[config.mk]
export PLATFORM = sky130hd
export DESIGN_NAME = slice_scheduler
export DESIGN_NICKNAME = d
export VERILOG_FILES = /design/src/rtl/voxel_pkg.sv /design/src/rtl/mag_edge_sync.sv /design/src/rtl/slice_scheduler.sv
export SDC_FILE = /design/constraint.sdc
export NUM_CORES = 1
export LEC_CHECK = 0
export ABC_AREA = 0
export BUFFER_PORTS_ARGS = -buffer_cell sky130_fd_sc_hd__buf_2
export CAP_MARGIN = 25
export CORE_MARGIN = 2
export CORE_UTILIZATION = 55
export DETAILED_ROUTE_END_ITERATION = 8
export GPL_TIMING_DRIVEN = 0
export PLACE_DENSITY = 0.76
export SLEW_MARGIN = 20
export SYNTH_ARGS = -nofsm -noshare
export SYNTH_HDL_FRONTEND = slang
export SYNTH_SLANG_ARGS = --single-unit
[constraint.sdc]
create_clock -name CLK_10M -period 2.7 [get_ports CLK_10M]
set_input_delay 0.27 -clock CLK_10M [delete_from_list [all_inputs] [get_ports CLK_10M]]
set_output_delay 0.27 -clock CLK_10M [all_outputs]
set_load 0.02 [all_outputs]
[src/rtl/voxel_pkg.sv]
// -----------------------------------------------------------------------------
// voxel_pkg
// Shared constants and types for the rotating-LED display slice.
//   GLB_WIDTH     : column slices per revolution (power of two)
//   GLB_FPS       : nominal revolutions per second of the rotor
//   STALL_FPS     : slowest rotation still treated as spinning
//   CLK_10M_FREQ  : system clock frequency in Hz
//   sched_state_t : slice scheduler states
//   slice_idx_t   : slice / column index at the default GLB_WIDTH
// -----------------------------------------------------------------------------
package voxel_pkg;

  localparam int unsigned GLB_WIDTH    = 128;
  localparam int unsigned GLB_FPS      = 30;
  localparam int unsigned STALL_FPS    = 5;
  localparam int unsigned CLK_10M_FREQ = 10_000_000;
  localparam int unsigned SLICE_IDX_W  = $clog2(GLB_WIDTH);

  typedef enum logic [1:0] {
    IDLE    = 2'd0,
    MEASURE = 2'd1,
    RUN     = 2'd2
  } sched_state_t;

  typedef logic [SLICE_IDX_W-1:0] slice_idx_t;

  // Clock cycles in one revolution at the given revolutions per second.
  function automatic int unsigned revPeriodCycles(input int unsigned revPerSec);
    return CLK_10M_FREQ / revPerSec;
  endfunction

endpackage

[src/rtl/mag_edge_sync.sv]
// -----------------------------------------------------------------------------
// mag_edge_sync
// Brings the asynchronous MAG2 magnet pulse into CLK_10M, detects its rising
// edge and suppresses edges that arrive too soon after the last accepted one.
// Ports:
//   CLK_10M      in  system clock
//   nReset       in  synchronous active-low reset
//   MAG2         in  raw magnet sensor
//   isIdle       in  scheduler is IDLE (holdoff does not apply)
//   cycSinceEdge in  cycles since the last accepted edge
//   acceptedEdge out one-cycle pulse, 3 clock edges after MAG2 is first sampled high
// -----------------------------------------------------------------------------
module mag_edge_sync #(
  parameter int unsigned PERIOD_W   = 24,
  parameter int unsigned MIN_PERIOD = voxel_pkg::revPeriodCycles(voxel_pkg::GLB_FPS)
) (
  input  logic                CLK_10M,
  input  logic                nReset,
  input  logic                MAG2,
  input  logic                isIdle,
  input  logic [PERIOD_W-1:0] cycSinceEdge,
  output logic                acceptedEdge
);

  localparam logic [PERIOD_W-1:0] HOLDOFF = PERIOD_W'(MIN_PERIOD);

  // [0],[1]: metastability synchronizer; [2]: previous synchronized level
  logic [2:0] magSync;
  logic       magRise;
  logic       holdoffDone;

  assign magRise     = magSync[1] & ~magSync[2];
  assign holdoffDone = isIdle | (cycSinceEdge >= HOLDOFF);

  // Synchronizer, edge detect and holdoff gate
  always_ff @(posedge CLK_10M) begin
    if (!nReset) begin
      magSync      <= '0;
      acceptedEdge <= 1'b0;
    end else begin
      magSync      <= {magSync[1:0], MAG2};
      acceptedEdge <= magRise & holdoffDone;
    end
  end

endmodule

[src/rtl/slice_scheduler.sv]
// -----------------------------------------------------------------------------
// slice_scheduler
// Measures the rotor period from the once-per-revolution MAG2 pulse and emits
// GLB_WIDTH evenly spaced slice strobes per revolution, each raising a column
// fetch request towards the LED fetch/shift engine. Flags stall and overrun.
// Ports:
//   CLK_10M     in  system clock, 10 MHz
//   nReset      in  synchronous active-low reset
//   MAG2        in  raw magnet sensor pulse
//   sliceStrobe out one-cycle pulse at each slice boundary
//   sliceIndex  out current slice
//   fetchReq    out column fetch request, held until fetchAck
//   fetchIndex  out column to fetch, valid while fetchReq
//   fetchAck    in  fetch engine accepted the request
//   locked      out period measured and slices running
//   stalled     out sticky: rotor timed out; cleared by next accepted edge
//   overrun     out sticky: strobe while a fetch was still pending
//   period      out last measured revolution period in cycles
// -----------------------------------------------------------------------------
module slice_scheduler #(
  parameter int unsigned GLB_WIDTH  = voxel_pkg::GLB_WIDTH,
  parameter int unsigned PERIOD_W   = 24,
  parameter int unsigned MIN_PERIOD = voxel_pkg::revPeriodCycles(voxel_pkg::GLB_FPS),
  parameter int unsigned MAX_PERIOD = voxel_pkg::revPeriodCycles(voxel_pkg::STALL_FPS)
) (
  input  logic                         CLK_10M,
  input  logic                         nReset,
  input  logic                         MAG2,
  output logic                         sliceStrobe,
  output logic [$clog2(GLB_WIDTH)-1:0] sliceIndex,
  output logic                         fetchReq,
  output logic [$clog2(GLB_WIDTH)-1:0] fetchIndex,
  input  logic                         fetchAck,
  output logic                         locked,
  output logic                         stalled,
  output logic                         overrun,
  output logic [PERIOD_W-1:0]          period
);

  import voxel_pkg::*;

  localparam int unsigned IDX_W = $clog2(GLB_WIDTH);
  // Phase accumulator holds t*GLB_WIDTH and bounds hold k*period: never wraps
  localparam int unsigned ACC_W = PERIOD_W + IDX_W;

  localparam logic [IDX_W-1:0]    LAST_IDX = IDX_W'(GLB_WIDTH - 1);
  localparam logic [PERIOD_W-1:0] MAX_CNT  = PERIOD_W'(MAX_PERIOD);
  localparam logic [ACC_W-1:0]    ACC_STEP = ACC_W'(GLB_WIDTH);

  sched_state_t        state;
  logic                acceptedEdge;
  logic [PERIOD_W-1:0] cycSinceEdge;
  logic [PERIOD_W-1:0] newPeriod;
  logic [ACC_W-1:0]    phaseAcc;
  logic [ACC_W-1:0]    nextBound;
  logic                timeout;
  logic                sliceHit;

  mag_edge_sync #(
    .PERIOD_W   (PERIOD_W),
    .MIN_PERIOD (MIN_PERIOD)
  ) uMagEdge (
    .CLK_10M      (CLK_10M),
    .nReset       (nReset),
    .MAG2         (MAG2),
    .isIdle       (state == IDLE),
    .cycSinceEdge (cycSinceEdge),
    .acceptedEdge (acceptedEdge)
  );

  // Edge-to-edge distance is the counter value plus the edge cycle itself
  assign newPeriod = cycSinceEdge + PERIOD_W'(1);
  assign timeout   = (state != IDLE) && (cycSinceEdge == MAX_CNT);

  // phaseAcc already holds (t+1)*GLB_WIDTH, so a hit here makes the registered
  // strobe appear on the first cycle t with t*GLB_WIDTH >= k*period
  assign sliceHit  = (state == RUN) && (sliceIndex != LAST_IDX) && (phaseAcc >= nextBound);

  // Cycles since the last accepted edge, saturating at the stall timeout
  always_ff @(posedge CLK_10M) begin
    if (!nReset) begin
      cycSinceEdge <= '0;
    end else if (acceptedEdge) begin
      cycSinceEdge <= '0;
    end else if (cycSinceEdge != MAX_CNT) begin
      cycSinceEdge <= cycSinceEdge + PERIOD_W'(1);
    end
  end

  // Scheduler FSM, slice timing and fetch handshake
  always_ff @(posedge CLK_10M) begin
    if (!nReset) begin
      state       <= IDLE;
      sliceStrobe <= 1'b0;
      sliceIndex  <= '0;
      phaseAcc    <= '0;
      nextBound   <= '0;
      locked      <= 1'b0;
      stalled     <= 1'b0;
      period      <= '0;
      fetchReq    <= 1'b0;
      fetchIndex  <= '0;
      overrun     <= 1'b0;
    end else begin
      sliceStrobe <= 1'b0;

      if (acceptedEdge) begin
        stalled <= 1'b0;
      end

      case (state)
        IDLE: begin
          if (acceptedEdge) begin
            state <= MEASURE;
          end
        end

        MEASURE, RUN: begin
          // An edge beats both a pending slice boundary and the timeout
          if (acceptedEdge) begin
            state       <= RUN;
            period      <= newPeriod;
            locked      <= 1'b1;
            sliceStrobe <= 1'b1;
            sliceIndex  <= '0;
            phaseAcc    <= ACC_STEP;
            nextBound   <= ACC_W'(newPeriod);
          end else if (timeout) begin
            state   <= IDLE;
            locked  <= 1'b0;
            stalled <= 1'b1;
          end else if (state == RUN) begin
            // Once the last slice is out, hold until the next edge
            if (sliceIndex != LAST_IDX) begin
              phaseAcc <= phaseAcc + ACC_STEP;
            end
            if (sliceHit) begin
              sliceStrobe <= 1'b1;
              sliceIndex  <= sliceIndex + IDX_W'(1);
              nextBound   <= nextBound + ACC_W'(period);
            end
          end
        end

        default: begin
          state <= IDLE;
        end
      endcase

      // A newer strobe replaces any pending column; the stale one is dropped
      if (timeout && !acceptedEdge) begin
        fetchReq <= 1'b0;
      end else if (sliceStrobe) begin
        fetchReq   <= 1'b1;
        fetchIndex <= sliceIndex;
        if (fetchReq && !fetchAck) begin
          overrun <= 1'b1;
        end
      end else if (fetchAck) begin
        fetchReq <= 1'b0;
      end
    end
  end

endmodule

==> reports/qor.yml, run 1 <==
clocking:
  cts_tree: "yes"
  clk_path_buf_depth: 2
  clk_latency_ps: 440
  cts_hold_repair.buffers: 0
  cts_made_buffers: 17
  root_buffer: "clkbuf_16"
  path_clk_slew_ps: 60
  cts_sinks: 128
  cts_max_level: 4
sta:
  slew_viol_final: 0
  setup_viol: 30
  worst_pin_slew_ps: 735
  finalHoldViolations: 0
  fin_ws_ps: -97.9
  fin_crit_ps: 2800
  setup_tns_ps: -1140
  max_slew_margin_pct: 50.5
  min_period_over_period_pct: 104
  rsz0062_at_grt: "yes"
  finalClockSkew_ps: 14.9
  fmax_mhz: 357
drt:
  routedWlPerCell_um: 18.3
  drc: 0
  via_per_inst: 5.96
  drtPass1Iterations: 5
  dr_total_vias: 6752
  ant_nets: 0
  wl_um: 20700
  drt-initial-drc-count: 711
pwr:
  leakagePower_nw: 4.02
  p_comb_share_pct: 7.1
  p_sw_mw: 1.07
  p_per_area_nw_per_um2: 505
  intPower_mw: 3.44
  p_seq_share_pct: 43.0
  p_sw_share_pct: 23.8
  vdd_ir_drop_max_mv: 0.464
  p_clk_share_pct: 49.9
die:
  num_rows: 42
  initial_core_util_pct: 55.7
  dieWidth_um: 119
  ios: 47
  die_h_um: 119
  coreArea_sq_um: 13100
  die_area_sq_um: 14200
critical_path:
  cp-start-kind: "flip-flop"
  crit_type: "reg -> reg"
  crit_fanout: 7
  critPathCaptureType: "flip-flop"
  critPathArrivalTime_ps: 3150
  crit_required_ps: 3060
grt:
  grt_max_degree: 17
  antenna_found_initial: 0
  grt_pass1_vias: 6258
  grt_pass1_wl_um: 32400
  grt.overflow.total: 0
  gr-usage-all-layers_pct: 29.2
yosys:
  syn_area_per_cell_sq_um: 8.45
  yosysWarnings: 0
  synth.top_cell.area_share_pct: 35.0
  syn-cell-area_sq_um: 7320
  synth_common_cells: "dfxtp_1 (128), nor2_1 (97), nand2_1 (88)"
  yosysMostFrequentCell: "dfxtp_1"
  synth-seq-cells: 128
  postSynthCellCount: 866
  syn_nets: 929
  async_reset_ff_share_pct: 0
  synthDistinctLibCells: 70
  synth-seq-area-share_pct: 35.0
  synth_edf_count: 0
  synth_area_leader_cell: "dfxtp_1"
  synth_ff_type: "dfxtp_1"
  ys_top_cells_by_area: "dfxtp_1 (35%), ha_1 (9.9%), nor2_1 (5.0%), xor2_1 (4.5%), nand2_1 (4.5%)"
cells_and_area:
  final_nets: 1007
  syn_to_final_growth_pct: 21.8
  final_area_sq_um: 8920
  drive_above_1_share_pct: 17.8
  antennaDiodeCount: 0
placed_design:
  placed_cell_area_sq_um: 7790
  place_congestion: 0.938
  dp_hpwl_um: 14300
  place_ws_ps: -401
  io_buffers: 45
run_status:
  outcome: "complete, but fails checks"
  violations: "negative setup slack"
flow_run:
  maxCapViolCount: 0
hold_path:
  hold_path_class: "in -> reg"
-- power groups by stage --
stage | registers (mW) | logic [mW] | clock network, mW
2_1_floorplan | 1.98 | 0.178 | 0
3_5_place_dp | 1.98 | 0.259 | 0
6_report | 1.94 | 0.319 | 2.25
3_3_place_gp | 1.98 | 0.258 | 0
5_1_grt | 1.94 | 0.347 | 2.35
4_1_cts | 1.93 | 0.272 | 2.26
-- what timing repair did --
action / 4_1_cts / 5_1_grt
gates resized for setup: 27 / 72
buffers inserted: 4 / 12
gates cloned: 0 / 2
endpoints found under the setup margin: 49 / 72
pin swaps: 12 / 31
-- final timing paths --
check	slack, ps	startpoint	end	depth (start not counted)
setup reg to reg	-100	phaseAcc[7]	nextBound[28]	9
setup / recovery	-100	phaseAcc[7]	nextBound[28]	9
hold reg to reg	400	uMagEdge.magSync[2]	uMagEdge.acceptedEdge	1
hold / removal	40	MAG2	uMagEdge.magSync[0]	2
-- sequential cells by signal, summed over array words and instances, names as in the netlist, 2 cells and up --
signal            count
cycSinceEdge         24
fetchIndex            7
nextBound            31
period               24
phaseAcc             24
sliceIndex            7
state                 2
uMagEdge.magSync      3
-- layout make-up --
| cell class | instances | area [sq um] |
|---|---|---|
| multi-input cells | 659 | 4780 |
| fillers | 1070 | 4220 |
| flip-flops and latches | 128 | 2580 |
| clock buffers | 22 | 464 |
| repair buffers | 63 | 408 |
| well taps | 176 | 220 |
| plain buffers | 33 | 193 |
| inverters | 42 | 165 |
| clock inverters | 10 | 111 |
-- worst max-delay path: stages, from the launching register on --
cell	delay, ps
dfxtp_2	360
ha_4	270
or4b_4	480
o21ai_4	200
o2111ai_4	160
a31oi_2	240
o21a_4	260
nand3_4	100
or4_1	520
a21oi_1	120
-- metrics by stage --
| step | cells | total power [mW] | hold WS, ps | utilization [%] |
|---|---|---|---|---|
| after global routing | 1133 | 4.63 | 58.4 | 67.9 |
| after detailed placement | 1087 | 2.23 | 391 | 59.3 |
| final | 1133 | 4.51 | 41.4 | 67.9 |
| after CTS | 1123 | 4.47 | 40.4 | 65.0 |
| after global placement | 1087 | 2.23 | 384 | 59.3 |
| after floorplan | 866 | 2.16 | 375 | - |
-- cell usage in the layout, fill, tap and decap left out, types with 5 or more instances in the layout --
master / synthesis / routed
nand2_1: 88 / 87
a21o_1: 14 / 14
a211oi_1: 8 / 5
inv_1: 41 / 38
xnor2_1: 28 / 27
buf_2: 4 / 45
buf_4: 1 / 15
nor3_1: 10 / 10
and3_1: 13 / 12
mux2i_1: 12 / 12
o21ai_0: 38 / 29
clkbuf_1: 26 / 25
o21ai_2: 0 / 8
and2_1: 8 / 8
or3_1: 9 / 8
dfxtp_2: 0 / 6
clkbuf_16: 0 / 19
o211a_1: 28 / 28
a21oi_1: 50 / 46
nand3_1: 22 / 20
dfxtp_1: 128 / 120
xor2_1: 38 / 38
and4_1: 5 / 5
nor2_1: 97 / 95
nand4_1: 18 / 18
nor2b_1: 19 / 19
o21a_1: 11 / 11
ha_1: 58 / 55
-- metal layers --
metal / global-route usage (%) / up-vias / part of all wire (%)
li1: - / 3237 / -
met1: 38.4 / 3134 / 44
met2: 45.6 / 313 / 45
met3: 5.94 / 68 / 7.1
met4: 14.9 / 0 / 4.0
met5: 0 / - / 0
-- cell families after synthesis --
kind of cell	count (synthesis)	share of synthesized area, %
XOR/XNOR	66	7.90
flip-flops	128	35.0
multiplexers	12	1.64
buffers and inverters	79	4.38
AO/OA/AOI/OAI	205	19.8
AND/OR/NAND/NOR	317	21.1
adder cells (fa/ha/maj)	59	10.2
Power figures use the tool's default switching activity.
==> run 2: changes to the inputs <==
TNS_END_PERCENT = 5   (was not set)
==> reports/qor.yml, run 2 (same netlist as run 1, synthesis figures left out) <==
pwr:
  p_per_area_nw_per_um2: 513
  vdd_ir_drop_max_mv: 0.474
  leakagePower_nw: 3.96
critical_path:
  slowest_stage: "or4_1"
  cp-start-kind: "flip-flop"
  crit_required_ps: 3060
  critPathBufInv: 0
  cp_top_family: "simple AND/OR/NAND/NOR gates"
  reg2reg_to: "nextBound[28]"
  r2r_slack_ps: -90
  crit_chain: "ha_4 > or4b_4 > o21ai_4 > o2111ai_4 > a31oi_2 > o21a_4 > nand3_4 > or4_1 > a21oi_1"
  crit_fanout: 7
  rr_startpoint: "phaseAcc[7]"
  crit_type: "reg -> reg"
  critPathCaptureType: "flip-flop"
  critPathArrivalTime_ps: 3150
  crit_path_max_incr_delay_ps: 520
  ff2ff_path_depth: 9
die:
  die_area_sq_um: 14200
  dieWidth_um: 119
  initial_core_util_pct: 55.7
  ios: 47
  die_h_um: 119
  coreArea_sq_um: 13100
  num_rows: 42
hold_path:
  hold_depth: 2
  min-delay-start: "MAG2"
  hold_path_end: "uMagEdge.magSync[0]"
  hold_path_class: "in -> reg"
placed_design:
  place_congestion: 0.938
  dp_hpwl_um: 14300
  io_buffers: 45
  placed_cell_area_sq_um: 7790
cells_and_area:
  syn_to_final_growth_pct: 20.1
  final_nets: 1002
  largest_register_ffs: 31
  num-fill-cells: 1086
  drive_above_1_share_pct: 16.5
  ff_latch_area_sq_um: 2580
  largest_register: "nextBound"
  final_cell_mix: "dfxtp_1 (121), nor2_1 (97), nand2_1 (87)"
  antennaDiodeCount: 0
  final_common_cell: "dfxtp_1"
  final_area_sq_um: 8790
  multi_input_area_sq_um: 4730
  final_util_pct: 66.9
drt:
  drtPass1Iterations: 6
  routed.top_layer: "met4"
  via_per_inst: 5.94
  wl_met3_um: 1310
  drc: 0
  wl_um: 20400
  wl_met2_um: 9180
  wl_met1_um: 9070
  dr_total_vias: 6702
  ant_nets: 0
  routedWlPerCell_um: 18.1
  drt-initial-drc-count: 736
sta:
  min_period_over_period_pct: 103
  fin_ws_ps: -90.8
  max_slew_margin_pct: 52.3
  fmax_mhz: 358
  rsz0062_at_grt: "yes"
  worst_pin_slew_ps: 709
  setup_viol: 28
  finalHoldViolations: 0
  finalClockSkew_ps: 12.5
  fin_crit_ps: 2790
  slew_viol_final: 0
grt:
  grt.overflow.total: 0
  grt_max_degree: 17
  grt_pass1_vias: 6218
  antenna_found_initial: 0
  gr-usage-all-layers_pct: 29.1
  grt_pass1_wl_um: 32300
run_status:
  outcome: "complete, but fails checks"
  violations: "negative setup slack"
flow_run:
  maxCapViolCount: 0
clocking:
  cts_sinks: 128
  path_clk_slew_ps: 60
  clk_latency_ps: 440
  cts_hold_repair.buffers: 0
  cts_tree: "yes"
  cts_max_level: 4
  root_buffer: "clkbuf_16"
  cts_made_buffers: 17
  clk_path_buf_depth: 2
run 2: cell types whose count changed in the layout (fill, tap and decap cells not counted), sizes merged:
cell / previous run / this run
buf: 72 / 66
clkbuf: 46 / 47
run 2: per-stage QoR:
step / worst slack [ps] / hold slack, ps / TNS (ps) / std cells / power, mW
6_report: -90.8 / 39.6 / -933 / 1128 / 4.51
2_1_floorplan: 61.1 / 375 / 0 / 866 / 2.16
5_1_grt: -172 / 58.4 / -5780 / 1128 / 4.63
3_3_place_gp: -341 / 384 / -3640 / 1087 / 2.23
3_5_place_dp: -401 / 391 / -4390 / 1087 / 2.23
4_1_cts: -91.1 / 40.4 / -171 / 1123 / 4.47
run 2: timing repair:
item                                    4_1_cts  5_1_grt
gates cloned                                  0        1
pin swaps                                    12       19
endpoints found under the setup margin       49       72
buffers inserted                              4        6
gates resized for setup                      23       66
run 2: report_power, final:
part | internal [mW] | switching [mW] | leakage [nW]
combinational | 0.124 | 0.192 | 2.65
sequential | 1.91 | 0.0249 | 1.04
clock | 1.40 | 0.862 | 0.276
run 2: how the worst max path moves through the flow:
| stage | cells after the start | from | endpoint | slack [ps] |
|---|---|---|---|---|
| 5_1_grt | 10 | nextBound[7] | nextBound[28] | -170 |
| 4_1_cts | 11 | period[0] | nextBound[28] | -90 |
| 3_5_place_dp | 11 | nextBound[0] | nextBound[28] | -400 |
| 2_1_floorplan | 11 | period[0] | nextBound[28] | 60 |
| 3_3_place_gp | 11 | nextBound[0] | nextBound[28] | -340 |
| 6_report | 9 | phaseAcc[7] | nextBound[28] | -90 |
run 2: routing by layer:
| metal | track usage, % | up-vias |
|---|---|---|
| met5 | 0 | - |
| li1 | - | 3230 |
| met2 | 45.7 | 265 |
| met4 | 14.3 | 0 |
| met3 | 5.56 | 74 |
| met1 | 38.4 | 3133 |
run 2: area by class of cell:
type	instances	share of cell area, %
Sequential cell	128	29.3
Tap cell	176	2.50
Inverter	42	1.88
Multi-Input combinational cell	659	53.7
Clock inverter	10	1.27
Buffer	35	2.35
Clock buffer	22	5.28
Timing Repair Buffer	56	3.70
==> run 3: changes to the inputs <==
--- a/config.mk
+++ b/config.mk
@@ -7,3 +7,3 @@
 export LEC_CHECK = 0
-export ABC_AREA = 0
+export ABC_AREA = 1
 export BUFFER_PORTS_ARGS = -buffer_cell sky130_fd_sc_hd__buf_2
@@ -11,6 +11,5 @@
 export CORE_MARGIN = 2
-export CORE_UTILIZATION = 55
+export CORE_UTILIZATION = 56
 export DETAILED_ROUTE_END_ITERATION = 8
-export GPL_TIMING_DRIVEN = 0
-export PLACE_DENSITY = 0.76
+export PLACE_DENSITY = 0.77
 export SLEW_MARGIN = 20
==> constraint.sdc (replaced) <==
create_clock -name CLK_10M -period 2.7 [get_ports CLK_10M]
set_input_delay 0.54 -clock CLK_10M [delete_from_list [all_inputs] [get_ports CLK_10M]]
set_output_delay 0.54 -clock CLK_10M [all_outputs]
set_load 0.02 [all_outputs]
==> reports/qor.yml, run 3 <==
placed_design:
  place_congestion: 0.964
  dp_hpwl_um: 21700
  placed_cell_area_sq_um: 9570
  io_buffers: 46
sta:
  setup_viol: 0
  slew_viol_final: 0
  max_slew_margin_pct: 45.9
  fin_crit_ps: 2450
  fmax_mhz: 408
  min_period_over_period_pct: 90.7
  worst_pin_slew_ps: 811
  setup_tns_ps: 0
  finalClockSkew_ps: 7.02
  rsz0062_at_grt: "no"
  finalHoldViolations: 0
drt:
  wl_um: 28000
  drt-initial-drc-count: 960
  routedWlPerCell_um: 15.8
  via_per_inst: 5.45
  dr_total_vias: 9632
  drc: 0
  ant_nets: 0
  drtPass1Iterations: 6
grt:
  grt_pass1_vias: 8868
  grt_max_degree: 57
  grt.overflow.total: 0
  antenna_found_initial: 0
  gr-usage-all-layers_pct: 32.9
  grt_pass1_wl_um: 45600
critical_path:
  critPathArrivalTime_ps: 2810
  crit_required_ps: 3060
  critPathCaptureType: "flip-flop"
  cp-start-kind: "flip-flop"
  crit_fanout: 4
  crit_type: "reg -> reg"
pwr:
  leakagePower_nw: 4.91
  p_total_mw: 4.72
  p_per_area_nw_per_um2: 461
  p_sw_share_pct: 23.4
  p_sw_mw: 1.10
  p_comb_share_pct: 4.7
  intPower_mw: 3.62
  p_seq_share_pct: 40.7
  p_clk_share_pct: 54.5
  vdd_ir_drop_max_mv: 0.438
cells_and_area:
  final_cell_mix: "nand2_1 (448), inv_1 (232), nor2_1 (184)"
  final_util_pct: 64.4
  drive_above_1_share_pct: 8.83
  antennaDiodeCount: 0
  largest_register: "nextBound"
  num-fill-cells: 1550
  final_area_sq_um: 10200
  final_nets: 1601
  final_common_cell: "nand2_1"
  syn_to_final_growth_pct: 12.2
  largest_register_ffs: 31
die:
  coreArea_sq_um: 15900
  num_rows: 46
  die_area_sq_um: 17300
  die_h_um: 132
  initial_core_util_pct: 57.4
  ios: 47
  dieWidth_um: 132
yosys:
  synth-seq-area-share_pct: 28.1
  ys_top_cells_by_area: "dfxtp_1 (28%), nand2_1 (18%), inv_1 (9.5%), ha_1 (8.0%), nor2_1 (7.6%)"
  yosysWarnings: 0
  synth.top_cell.area_share_pct: 28.1
  synth_ff_type: "dfxtp_1"
  syn-cell-area_sq_um: 9120
  async_reset_ff_share_pct: 0
  synth_edf_count: 0
  postSynthCellCount: 1492
  syn_nets: 1555
  synth-seq-cells: 128
  yosysMostFrequentCell: "nand2_1"
  synthDistinctLibCells: 44
  synth_area_leader_cell: "dfxtp_1"
  synth_common_cells: "nand2_1 (448), inv_1 (232), nor2_1 (185)"
  syn_area_per_cell_sq_um: 6.11
hold_path:
  hold_path_class: "in -> reg"
flow_run:
  maxCapViolCount: 0
clocking:
  path_clk_slew_ps: 60
  cts_sinks: 128
  cts_max_level: 4
  cts_tree: "yes"
  cts_made_buffers: 17
  cts_hold_repair.buffers: 0
  cts_setup_buffers: 0
  clk_path_buf_depth: 2
  clk_latency_ps: 430
  root_buffer: "clkbuf_16"
  cts-resized-gates: 0
run_status:
  outcome: "completed"
run 3: cell count changes after synthesis, sizes merged, moves of 20 or more:
| cell | delta |
|---|---|
| a21oi | +24 |
| nor2 | +94 |
| o21ai | +20 |
| inv | +193 |
| o211a | -28 |
| nand3 | +92 |
| nand4 | +22 |
| nand2 | +373 |
run 3: final timing paths:
kind / startpoint / to / slack, ps / depth (start not counted)
min: MAG2 / uMagEdge.magSync[0] / 300 / 3
min reg2reg: uMagEdge.magSync[0] / uMagEdge.magSync[1] / 430 / 2
max: period[0] / nextBound[24] / 250 / 12
max reg2reg: period[0] / nextBound[24] / 250 / 12
run 3: logic make-up after synthesis:
family / after synthesis / share of synthesized area (%)
AOI/OAI and AO/OA: 159 / 9.81
buffers and inverters: 273 / 11.9
and+or+nand+nor: 845 / 39.4
adders and majority gates: 59 / 8.18
xor gates and xnor gates: 28 / 2.69
DFF: 128 / 28.1
run 3: worst max-delay path, stage by stage, from the launching register on:
cell and delay, ps:
dfxtp_1 390, ha_1 280, inv_1 80, fa_1 440
o21ai_1 390, nand2_1 100, nand3_1 190, nand2_1 90
nand3_1 140, nand3_1 90, nand2_1 70, inv_1 40
nor2_1 80
run 3: through the flow:
| stage | hold slack (ps) | std cells | worst slack (ps) |
|---|---|---|---|
| after global routing | 314 | 1767 | 130 |
| after floorplan | 390 | 1492 | 697 |
| final | 295 | 1767 | 251 |
| after global placement | 406 | 1735 | 400 |
| after detailed placement | 425 | 1735 | 369 |
| after CTS | 289 | 1767 | 321 |
run 3: metal layers:
metal  wire (um)  part of all wire, %  global-route usage [%]
met2       12500                   45                    52.2
met4         755                  2.7                    11.0
met5           0                    0                       0
met1       12500                   45                    45.5
met3        2160                  7.7                    5.36
run 3: area by class of cell:
cell class	instances	area (sq um)	area share, %
clock inverters	15	231	2.26
clock buffers	17	425	4.16
repair buffers	63	370	3.62
multi-input cells	1091	5480	53.6
inverters	237	891	8.71
well taps	216	270	2.64
flip-flops and latches	128	2560	25.1
run 3: power by group through the flow:
stage          Clock, mW  Sequential (mW)  Combinational, mW
3_5_place_dp           0             1.96              0.219
6_report            2.57             1.92              0.223
3_3_place_gp           0             1.96              0.216
5_1_grt             2.67             1.92              0.244
2_1_floorplan          0             1.96              0.146
4_1_cts             2.59             1.92              0.221
